File: src/rtl/hilo_muldiv_pkg.sv
// Shared definitions for the HI/LO multiply/divide unit: request opcodes
// and the control state encoding used by the top and the testbench.
package hilo_muldiv_pkg;

  typedef enum logic [1:0] {
    HILO_OP_MTHI  = 2'd0,
    HILO_OP_MTLO  = 2'd1,
    HILO_OP_MULTU = 2'd2,
    HILO_OP_DIVU  = 2'd3
  } hiloOp_e;

  typedef enum logic [1:0] {
    HILO_ST_IDLE = 2'd0,
    HILO_ST_MUL  = 2'd1,
    HILO_ST_DIV  = 2'd2
  } hiloState_e;

endpackage

File: src/rtl/hilo_muldiv_if.sv
// Request/result bundle between the execute stage (master) and the
// HI/LO multiply/divide unit (slave).
interface hilo_muldiv_if #(parameter int WIDTH = 32);
  import hilo_muldiv_pkg::*;

  logic             start;
  hiloOp_e          op;
  logic [WIDTH-1:0] src_a;
  logic [WIDTH-1:0] src_b;
  logic [WIDTH-1:0] hi;
  logic [WIDTH-1:0] lo;
  logic             busy;
  logic             done;
  logic             div_zero;

  modport master (
    output start, op, src_a, src_b,
    input  hi, lo, busy, done, div_zero
  );

  modport slave (
    input  start, op, src_a, src_b,
    output hi, lo, busy, done, div_zero
  );

endinterface

File: src/rtl/hilo_muldiv_divu_step.sv
// One restoring-division step: shift the next dividend bit into the
// remainder and subtract the divisor when it fits.
module hilo_muldiv_divu_step #(
  parameter int WIDTH = 32
) (
  input  logic [WIDTH-1:0] i_rem,
  input  logic [WIDTH-1:0] i_divisor,
  input  logic             i_bit,
  output logic [WIDTH-1:0] o_rem,
  output logic             o_qbit
);

  // The shifted remainder needs one extra bit, but when the subtraction
  // is taken the difference is below the divisor, so WIDTH bits suffice.
  logic [WIDTH:0]   w_shifted;
  logic [WIDTH-1:0] w_diff;

  assign w_shifted = {i_rem, i_bit};
  assign w_diff    = w_shifted[WIDTH-1:0] - i_divisor;
  assign o_qbit    = (w_shifted >= {1'b0, i_divisor});
  assign o_rem     = o_qbit ? w_diff : w_shifted[WIDTH-1:0];

endmodule

File: src/rtl/hilo_muldiv.sv
// Iterative unsigned multiply/divide unit owning the architectural HI/LO
// registers. MT ops complete in one cycle; MULTU/DIVU take WIDTH steps
// with busy held high and commit HI/LO only on the final step.
module hilo_muldiv
  import hilo_muldiv_pkg::*;
#(
  parameter int WIDTH = 32
) (
  input logic         clk,
  input logic         rst,
  hilo_muldiv_if.slave bus
);

  localparam int CW = $clog2(WIDTH);

  hiloState_e         r_state;
  logic [CW-1:0]      r_count;
  logic [WIDTH-1:0]   r_hi;
  logic [WIDTH-1:0]   r_lo;
  logic               r_busy;
  logic               r_done;
  logic               r_divZero;

  // Multiply datapath: accumulator plus a multiplicand that shifts left
  // while the multiplier shifts right, so bit 0 is always the next bit.
  logic [2*WIDTH-1:0] r_prodAcc;
  logic [2*WIDTH-1:0] r_mcandSh;
  logic [WIDTH-1:0]   r_mplier;

  // Divide datapath: the quotient register starts holding the dividend
  // and its MSB feeds the step while quotient bits enter at the bottom.
  logic [WIDTH-1:0]   r_rem;
  logic [WIDTH-1:0]   r_quot;
  logic [WIDTH-1:0]   r_divisor;

  logic [2*WIDTH-1:0] w_prodNext;
  logic [WIDTH-1:0]   w_remNext;
  logic               w_qBit;
  logic [WIDTH-1:0]   w_quotNext;
  logic               w_lastStep;

  assign w_prodNext = r_prodAcc + (r_mplier[0] ? r_mcandSh : {2*WIDTH{1'b0}});
  assign w_quotNext = {r_quot[WIDTH-2:0], w_qBit};
  assign w_lastStep = (r_count == CW'(WIDTH - 1));

  hilo_muldiv_divu_step #(.WIDTH(WIDTH)) u_divStep (
    .i_rem     (r_rem),
    .i_divisor (r_divisor),
    .i_bit     (r_quot[WIDTH-1]),
    .o_rem     (w_remNext),
    .o_qbit    (w_qBit)
  );

  assign bus.hi       = r_hi;
  assign bus.lo       = r_lo;
  assign bus.busy     = r_busy;
  assign bus.done     = r_done;
  assign bus.div_zero = r_divZero;

  // Control FSM, step counter and both datapaths; HI/LO change only on an
  // MT accept or on the final iterative step.
  always_ff @(posedge clk) begin
    if (rst) begin
      r_state   <= HILO_ST_IDLE;
      r_count   <= '0;
      r_hi      <= '0;
      r_lo      <= '0;
      r_busy    <= 1'b0;
      r_done    <= 1'b0;
      r_divZero <= 1'b0;
      r_prodAcc <= '0;
      r_mcandSh <= '0;
      r_mplier  <= '0;
      r_rem     <= '0;
      r_quot    <= '0;
      r_divisor <= '0;
    end else begin
      r_done <= 1'b0;
      case (r_state)
        HILO_ST_IDLE: begin
          if (bus.start) begin
            case (bus.op)
              HILO_OP_MTHI: r_hi <= bus.src_a;
              HILO_OP_MTLO: r_lo <= bus.src_a;
              HILO_OP_MULTU: begin
                r_prodAcc <= '0;
                r_mcandSh <= {{WIDTH{1'b0}}, bus.src_a};
                r_mplier  <= bus.src_b;
                r_count   <= '0;
                r_busy    <= 1'b1;
                r_state   <= HILO_ST_MUL;
              end
              HILO_OP_DIVU: begin
                r_rem     <= '0;
                r_quot    <= bus.src_a;
                r_divisor <= bus.src_b;
                r_divZero <= 1'b0;
                r_count   <= '0;
                r_busy    <= 1'b1;
                r_state   <= HILO_ST_DIV;
              end
              default: r_state <= HILO_ST_IDLE;
            endcase
          end
        end
        HILO_ST_MUL: begin
          r_prodAcc <= w_prodNext;
          r_mcandSh <= {r_mcandSh[2*WIDTH-2:0], 1'b0};
          r_mplier  <= {1'b0, r_mplier[WIDTH-1:1]};
          r_count   <= r_count + 1'b1;
          if (w_lastStep) begin
            r_hi    <= w_prodNext[2*WIDTH-1:WIDTH];
            r_lo    <= w_prodNext[WIDTH-1:0];
            r_done  <= 1'b1;
            r_busy  <= 1'b0;
            r_count <= '0;
            r_state <= HILO_ST_IDLE;
          end
        end
        HILO_ST_DIV: begin
          r_rem   <= w_remNext;
          r_quot  <= w_quotNext;
          r_count <= r_count + 1'b1;
          if (w_lastStep) begin
            r_hi      <= w_remNext;
            r_lo      <= w_quotNext;
            r_divZero <= (r_divisor == '0);
            r_done    <= 1'b1;
            r_busy    <= 1'b0;
            r_count   <= '0;
            r_state   <= HILO_ST_IDLE;
          end
        end
        default: r_state <= HILO_ST_IDLE;
      endcase
    end
  end

endmodule

File: src/flat_wrapper.sv
// flat-port wrapper written by rule: the top's interface ports become plain ports
module hilo_muldiv_flat import hilo_muldiv_pkg::*;
#(
  parameter int WIDTH = 32
)
  (clk, rst, bus_start, bus_op, bus_src_a, bus_src_b, bus_hi, bus_lo, bus_busy, bus_done, bus_div_zero);
  hilo_muldiv_if #(.WIDTH(WIDTH)) bus_i ();
  input logic clk;
  input logic rst;
  input wire logic [$bits(bus_i.start)-1:0] bus_start;
  input wire logic [$bits(bus_i.op)-1:0] bus_op;
  input wire logic [$bits(bus_i.src_a)-1:0] bus_src_a;
  input wire logic [$bits(bus_i.src_b)-1:0] bus_src_b;
  output wire logic [$bits(bus_i.hi)-1:0] bus_hi;
  output wire logic [$bits(bus_i.lo)-1:0] bus_lo;
  output wire logic [$bits(bus_i.busy)-1:0] bus_busy;
  output wire logic [$bits(bus_i.done)-1:0] bus_done;
  output wire logic [$bits(bus_i.div_zero)-1:0] bus_div_zero;
  assign bus_i.start = bus_start;
  assign bus_i.op = bus_op;
  assign bus_i.src_a = bus_src_a;
  assign bus_i.src_b = bus_src_b;
  assign bus_hi = bus_i.hi;
  assign bus_lo = bus_i.lo;
  assign bus_busy = bus_i.busy;
  assign bus_done = bus_i.done;
  assign bus_div_zero = bus_i.div_zero;
  hilo_muldiv #(.WIDTH(WIDTH)) u_core (.clk(clk), .rst(rst), .bus(bus_i));
endmodule
File: config.mk
export PLATFORM = sky130hd
export DESIGN_NAME = hilo_muldiv_flat
export DESIGN_NICKNAME = d
export VERILOG_FILES = /design/src/rtl/hilo_muldiv_pkg.sv /design/src/rtl/hilo_muldiv_if.sv /design/src/rtl/hilo_muldiv_divu_step.sv /design/src/rtl/hilo_muldiv.sv /design/src/flat_wrapper.sv
export SDC_FILE = /design/constraint.sdc
export NUM_CORES = 1
export LEC_CHECK = 0
export ABC_AREA = 0
export ABC_CLOCK_PERIOD_IN_PS = 4200
export CAP_MARGIN = 10
export CELL_PAD_IN_SITES_DETAIL_PLACEMENT = 0
export CELL_PAD_IN_SITES_GLOBAL_PLACEMENT = 1
export CORE_AREA = 2 2 205 258
export CTS_CLUSTER_SIZE = 20
export DETAILED_ROUTE_END_ITERATION = 7
export DIE_AREA = 0 0 207 260
export PLACE_DENSITY = 0.82
export SLEW_MARGIN = 10
export SYNTH_ARGS = -nofsm -noshare
export SYNTH_HDL_FRONTEND = slang
export SYNTH_SLANG_ARGS = --single-unit
File: constraint.sdc
create_clock -name clk -period 4.2 [get_ports clk]
set_input_delay 0.42 -clock clk [delete_from_list [all_inputs] [get_ports clk]]
set_output_delay 0.42 -clock clk [all_outputs]
set_load 0.01 [all_outputs]
Word-level counts from Yosys, hierarchy flattened --
Cells that the tools add are included.
Word-level totals: input bits 69, word-level logic and storage cells 97, bits in registers 330
Cells by class: equal/unequal tests 16, order comparisons 1, bitwise operators 1, $add $sub $neg 3, reductions and logical operators 19, multiplexer cells 44
Operators by type and width (number):
- two-way mux 32 bit | 15
- two-way mux 64 bit | 5
- one-hot mux 64 bit (2 select lines) | 2
- one-hot mux 32 bit (2 select lines) | 3
- one-hot mux 32 bit (3 select lines) | 2
- adder 64 bit | 1
- greater-or-equal comparator 33 x 32 -> 1 bit | 1
- zero test 32 bit | 1
- subtractor 32 bit | 1
- two-way mux 5 bit | 3
- AND reduction 3 bit | 5
- != test 2 bit (second input constant) | 6
- one-hot mux 5 bit (2 select lines) | 1
- AND reduction 5 bit | 2
- one-hot mux 2 bit (2 select lines) | 2
- AND reduction 4 bit | 2
- two-way mux 1 bit | 7
- == test 2 bit (second input constant) | 3
- != test 2 x 1 -> 1 bit (second input constant) | 3
- nonzero test 2 bit | 3
- OR reduction 2 bit | 3
- adder 5 x 1 -> 5 bit (second input constant) | 1
- == test 5 bit (second input constant) | 1
- == test 2 x 1 -> 1 bit (second input constant) | 2
- other kinds (6) | 9

Logic depth before layout (Yosys ltp) --
depth after elaboration 5, mapped depth 16, gate-level depth less buffers 14

By module --
A second synthesis with hierarchy kept.
Unflattened totals: cells, all modules 2640, area total of the unflattened synthesis 20125.6 sq um
By module, submodules not included:
- hilo_muldiv | cells an instance 2259, area each 17655.7 sq um, times used 1
- hilo_muldiv_divu_step | cells an instance 381, area each 2469.9 sq um, times used 1

Least setup slack after synthesis --
Ideal clock, no wire load.
path type register -> register, start point register u_core.r_mplier[0], end point register u_core.r_hi[22], in the netlist u_core.bus.hi[22], path slack 307 ps, period minus slack after synthesis 3893 ps, data arrival time 3803 ps, path buffers 2, cell stages (with the launch flop) 17, cells stage by stage dfxtp_1 clkbuf_1 clkbuf_1 and2_1 ha_1 inv_1 fa_1 nand2b_1 a211oi_1 o311ai_1 a21oi_1 o31ai_2 o31ai_1 a21boi_2 o31ai_1 mux2_2 a311oi_1
Between the ends: word-level cells in the longest chain between the ends 4
Ends and longest elaborated chain:
- from (decl) | line hilo_muldiv.sv:28 | logic [WIDTH-1:0] r_mplier;
- from (signal assigned) | line hilo_muldiv.sv:88 | r_mplier <= bus.src_b;
- from (signal assigned) | line hilo_muldiv.sv:109 | r_mplier <= {1'b0, r_mplier[WIDTH-1:1]};
- two-way mux 64 bit | line hilo_muldiv.sv:42 | assign w_prodNext = r_prodAcc + (r_mplier[0] ? r_mcandSh : {2*WIDTH{1'b0}});
- adder 64 bit | line hilo_muldiv.sv:42
- two-way mux 32 bit | line hilo_muldiv.sv:111 | if (w_lastStep) begin
- one-hot mux 32 bit (3 select lines) | line hilo_muldiv.sv:79 | case (r_state)
- to (signal assigned) | line hilo_muldiv.sv:83 | HILO_OP_MTHI: r_hi <= bus.src_a;
- to (signal assigned) | line hilo_muldiv.sv:112 | r_hi <= w_prodNext[2*WIDTH-1:WIDTH];
- to (signal assigned) | line hilo_muldiv.sv:125 | r_hi <= w_remNext;
- to (decl) | line hilo_muldiv.sv:18 | logic [WIDTH-1:0] r_hi;
No other way between the ends. The select of a mux whose other input is x is not followed. A chain may end at the register's enable or synchronous reset.

Worst setup path in the final report --
start point register u_core.r_mplier[0], end point register u_core.r_hi[20], in the netlist u_core.bus.hi[20]
Same word-level chain as after synthesis.

==> impl_metrics.py <==
metrics = {
    "run_status": {
        "status": "completed",
    },
    "clock_tree": {
        "cts_hold_buf": 0,
        "clk_path_buf_depth": 3,
        "clkLatencyLatePin_ns": 0.58,
        "postCtsSetupBuffers": 0,
        "root_buffer": "clkbuf_16",
        "path_clk_slew_ns": 0.06,
        "cts_tree": "yes",
        "cts_buffers": 39,
        "clock_sinks": 330,
        "h-tree-depth": 2,
    },
    "die": {
        "initial_core_util_pct": 39.7,
        "io-pin-count": 136,
        "die_area_um2": 53800,
        "chipHeight_um": 260,
        "core_um2": 51200,
        "fp.dieW_um": 207,
        "fp-row-count": 93,
    },
    "sta": {
        "finalHoldViolations": 0,
        "grt_setup_unrepaired": "false",
        "slew-limit-headroom_pct": 30.1,
        "final.min_clock_period_ns": 4.03,
        "finalCritPeriodShare_pct": 95.9,
        "fin_skew_ns": 0.0226,
        "setup_viol": 0,
        "fin_tns_setup_ns": 0,
        "worstMarginPinSlew_ns": 1.04,
        "fmaxAchievable_mhz": 248,
        "drv_slew": 0,
    },
    "finish": {
        "fin_area_um2": 23700,
        "area_growth_pct": 16.5,
        "seq_area_um2": 6610,
        "layout-drive-gt1-share_pct": 6.31,
        "multiInputGateArea_um2": 12800,
        "fillers": 5186,
        "finalNetCount": 2886,
        "finish.utilization_pct": 46.3,
    },
    "synthesis": {
        "synth-adder-area-share_pct": 6.41,
        "syn_avg_cell_area_um2": 7.58,
        "synthSimpleGateAreaFrac_pct": 23.3,
        "yosysMostFrequentCell": "nand2_1",
        "synth_edf_count": 0,
        "ys_ff_latch": 330,
        "synth-compound-area-share_pct": 25.0,
        "synth-xor-area-share_pct": 3.25,
        "synthCells": 2684,
        "seq_area_frac_synth_pct": 32.5,
        "synth_common_cells": "407 x nand2_1, 330 x dfxtp_1, 287 x a21oi_1, 287 x nor2_1, 166 x clkbuf_1",
        "yosysTopAreaCell": "dfxtp_1",
        "synth_cell_type_count": 86,
        "synth_area_leaders": "dfxtp_1 32%, nand2_1 7.5%, a21oi_1 7.1%, ha_1 6.2%, nor2_1 5.3%",
        "synthMuxAreaShare_pct": 4.23,
        "synth_top_area_share_pct": 32.5,
        "synthArstFlopShare_pct": 0,
        "syn_nets": 2856,
        "syn_area_um2": 20300,
        "ys_warn_count": 0,
        "synth_flop_cell": "dfxtp_1",
        "synth_top_family_by_area": "compound AO/OA/AOI/OAI gates",
    },
    "drt": {
        "avgRoutedWirePerCell_um": 21.8,
        "drt_wl_total_mm": 74.3,
        "post-route-drc-count": 0,
        "drt-vias-per-instance": 5.82,
        "vias": 19800,
        "final_antenna_net_count": 0,
        "firstDrtPassIters": 7,
        "drt_iter0_drc": 1468,
    },
    "placed_design": {
        "dp.final_hpwl_mm": 55.1,
        "placed_area_um2": 22300,
        "port_buffers": 135,
        "place.gp.congestion": 0.921,
    },
    "critical_path": {
        "cp_top_family": "compound AO/OA/AOI/OAI gates",
        "endpoint_kind": "flip-flop",
        "critical_path.cell_chain": "buf_12, and2_1, ha_1, a211o_1, a21o_1, a31oi_1, o21ai_0, a311o_1, a211oi_1, o31ai_1, a21oi_1, xor2_1, o21ai_0",
        "worstPathMaxFanout": 63,
        "arrival_ns": 4.46,
        "max_stage_delay_ns": 0.56,
        "slowest_stage": "a211oi_1",
        "critPathRequiredTime_ns": 4.63,
        "path_class": "reg -> reg",
        "crit_top_cell": "o21ai_0",
        "cp_num_buf_inv": 1,
        "crit_path_start_kind": "flip-flop",
    },
    "grt": {
        "grt-ovfl-total": 0,
        "antenna_found_initial": 0,
        "grt_pass1_vias": 19300,
        "globalRouteTotalUtil_pct": 26.8,
        "grt_pass1_wl_mm": 113,
        "grt_start_max_net_pins": 169,
    },
    "power": {
        "p_leak_nw": 8.76,
        "fin_total_pwr_mw": 8.86,
        "ir_drop_uv": 311,
        "power_density_nw_per_um2": 374,
    },
    "worst_hold_path": {
        "hold_path_class": "in -> reg",
    },
    "job": {
        "maxCapViolations": 0,
    },
}
-- kinds of logic after synthesis --
kind of cell | count (synthesis)
buf+inv | 266
compound gates | 769
mux | 85
simple gates | 1057
fa+ha+maj | 103
xor+xnor | 74
flops | 330
-- path summary, 6_finish.rpt --
kind | slack, ns | start | end | cells after the start
setup / recovery | 0.17 | u_core.r_mplier[0] | u_core.bus.hi[20] | 13
hold / removal | 0.25 | rst | u_core.bus.lo[22] | 2
setup reg to reg | 0.17 | u_core.r_mplier[0] | u_core.bus.hi[20] | 13
hold reg to reg | 0.45 | u_core.r_divisor[17] | u_core.r_divisor[17] | 2
-- timing repair --
item / CTS / global route
gates resized for setup: 1 / 5
cloned: 0 / 0
setup endpoints to repair: 2 / 5
-- state kept, by name, indices dropped and copies added, names as in the netlist --
register,count
u_core.r_state,2
u_core.r_quot,32
u_core.bus.done,1
u_core.bus.lo,32
u_core.r_prodAcc,64
u_core.bus.busy,1
u_core.bus.div_zero,1
u_core.r_count,5
u_core.r_mcandSh,64
u_core.r_mplier,32
u_core.r_rem,32
u_core.bus.hi,32
u_core.r_divisor,32
-- placed cells by master, fill, tap and decap left out, types with 20 or more instances in the layout --
| cell type | instances |
|---|---|
| a211oi_1 | 97 |
| a21o_1 | 39 |
| a21oi_1 | 283 |
| a311oi_1 | 59 |
| and2_1 | 76 |
| and3_1 | 23 |
| buf_4 | 44 |
| clkbuf_16 | 40 |
| clkdlybuf4s50_1 | 134 |
| dfxtp_1 | 329 |
| ha_1 | 98 |
| inv_1 | 68 |
| mux2i_1 | 77 |
| nand2_1 | 407 |
| nand2b_1 | 35 |
| nand3_1 | 109 |
| nand4_1 | 26 |
| nor2_1 | 287 |
| nor3_1 | 30 |
| o21a_1 | 20 |
| o21ai_0 | 90 |
| xnor2_1 | 44 |
| xor2_1 | 29 |
-- through the flow --
stage | hold slack (ns) | instances | worst slack (ns)
after floorplan | 0.432 | 2684 | 0.307
after global placement | 0.441 | 3338 | 0.0555
after detailed placement | 0.448 | 3338 | -0.0171
after CTS | 0.229 | 3408 | 0.00729
after global routing | 0.260 | 3408 | 0.00227
final | 0.251 | 3409 | 0.173
-- metal layers --
layer,part of all wire [%],GRT usage [%],vias to the layer above
met1,41,31.9,9409
met3,4.7,3.28,131
li1,-,-,9665
met4,5.9,15.0,0
met5,0,0,-
met2,48,46.6,620
-- worst reg2reg max path, cell delays in order, from the launching register on --
cell and delay [ns]:
dfxtp_2 0.34, buf_12 0.17, and2_1 0.25, ha_1 0.39, a211o_1 0.29, a21o_1 0.20, a31oi_1 0.17, o21ai_0 0.17
a311o_1 0.34, a211oi_1 0.56, o31ai_1 0.22, a21oi_1 0.20, xor2_1 0.43, o21ai_0 0.15
-- final cells by class --
type,instances,area share (%)
antenna,1,0.0106
multi-input combinational,2088,53.8
tap,665,3.51
inverter,69,1.09
clock inverter,14,1.01
sequential,330,27.9
timing repair buffer,186,7.71
clock buffer,56,4.94
-- where the power goes --
part	internal (mW)	switching, mW
logic	0.653	1.03
registers	3.27	0.126
clock network	2.31	1.47
total	6.24	2.63
Power figures use the tool's default switching activity.
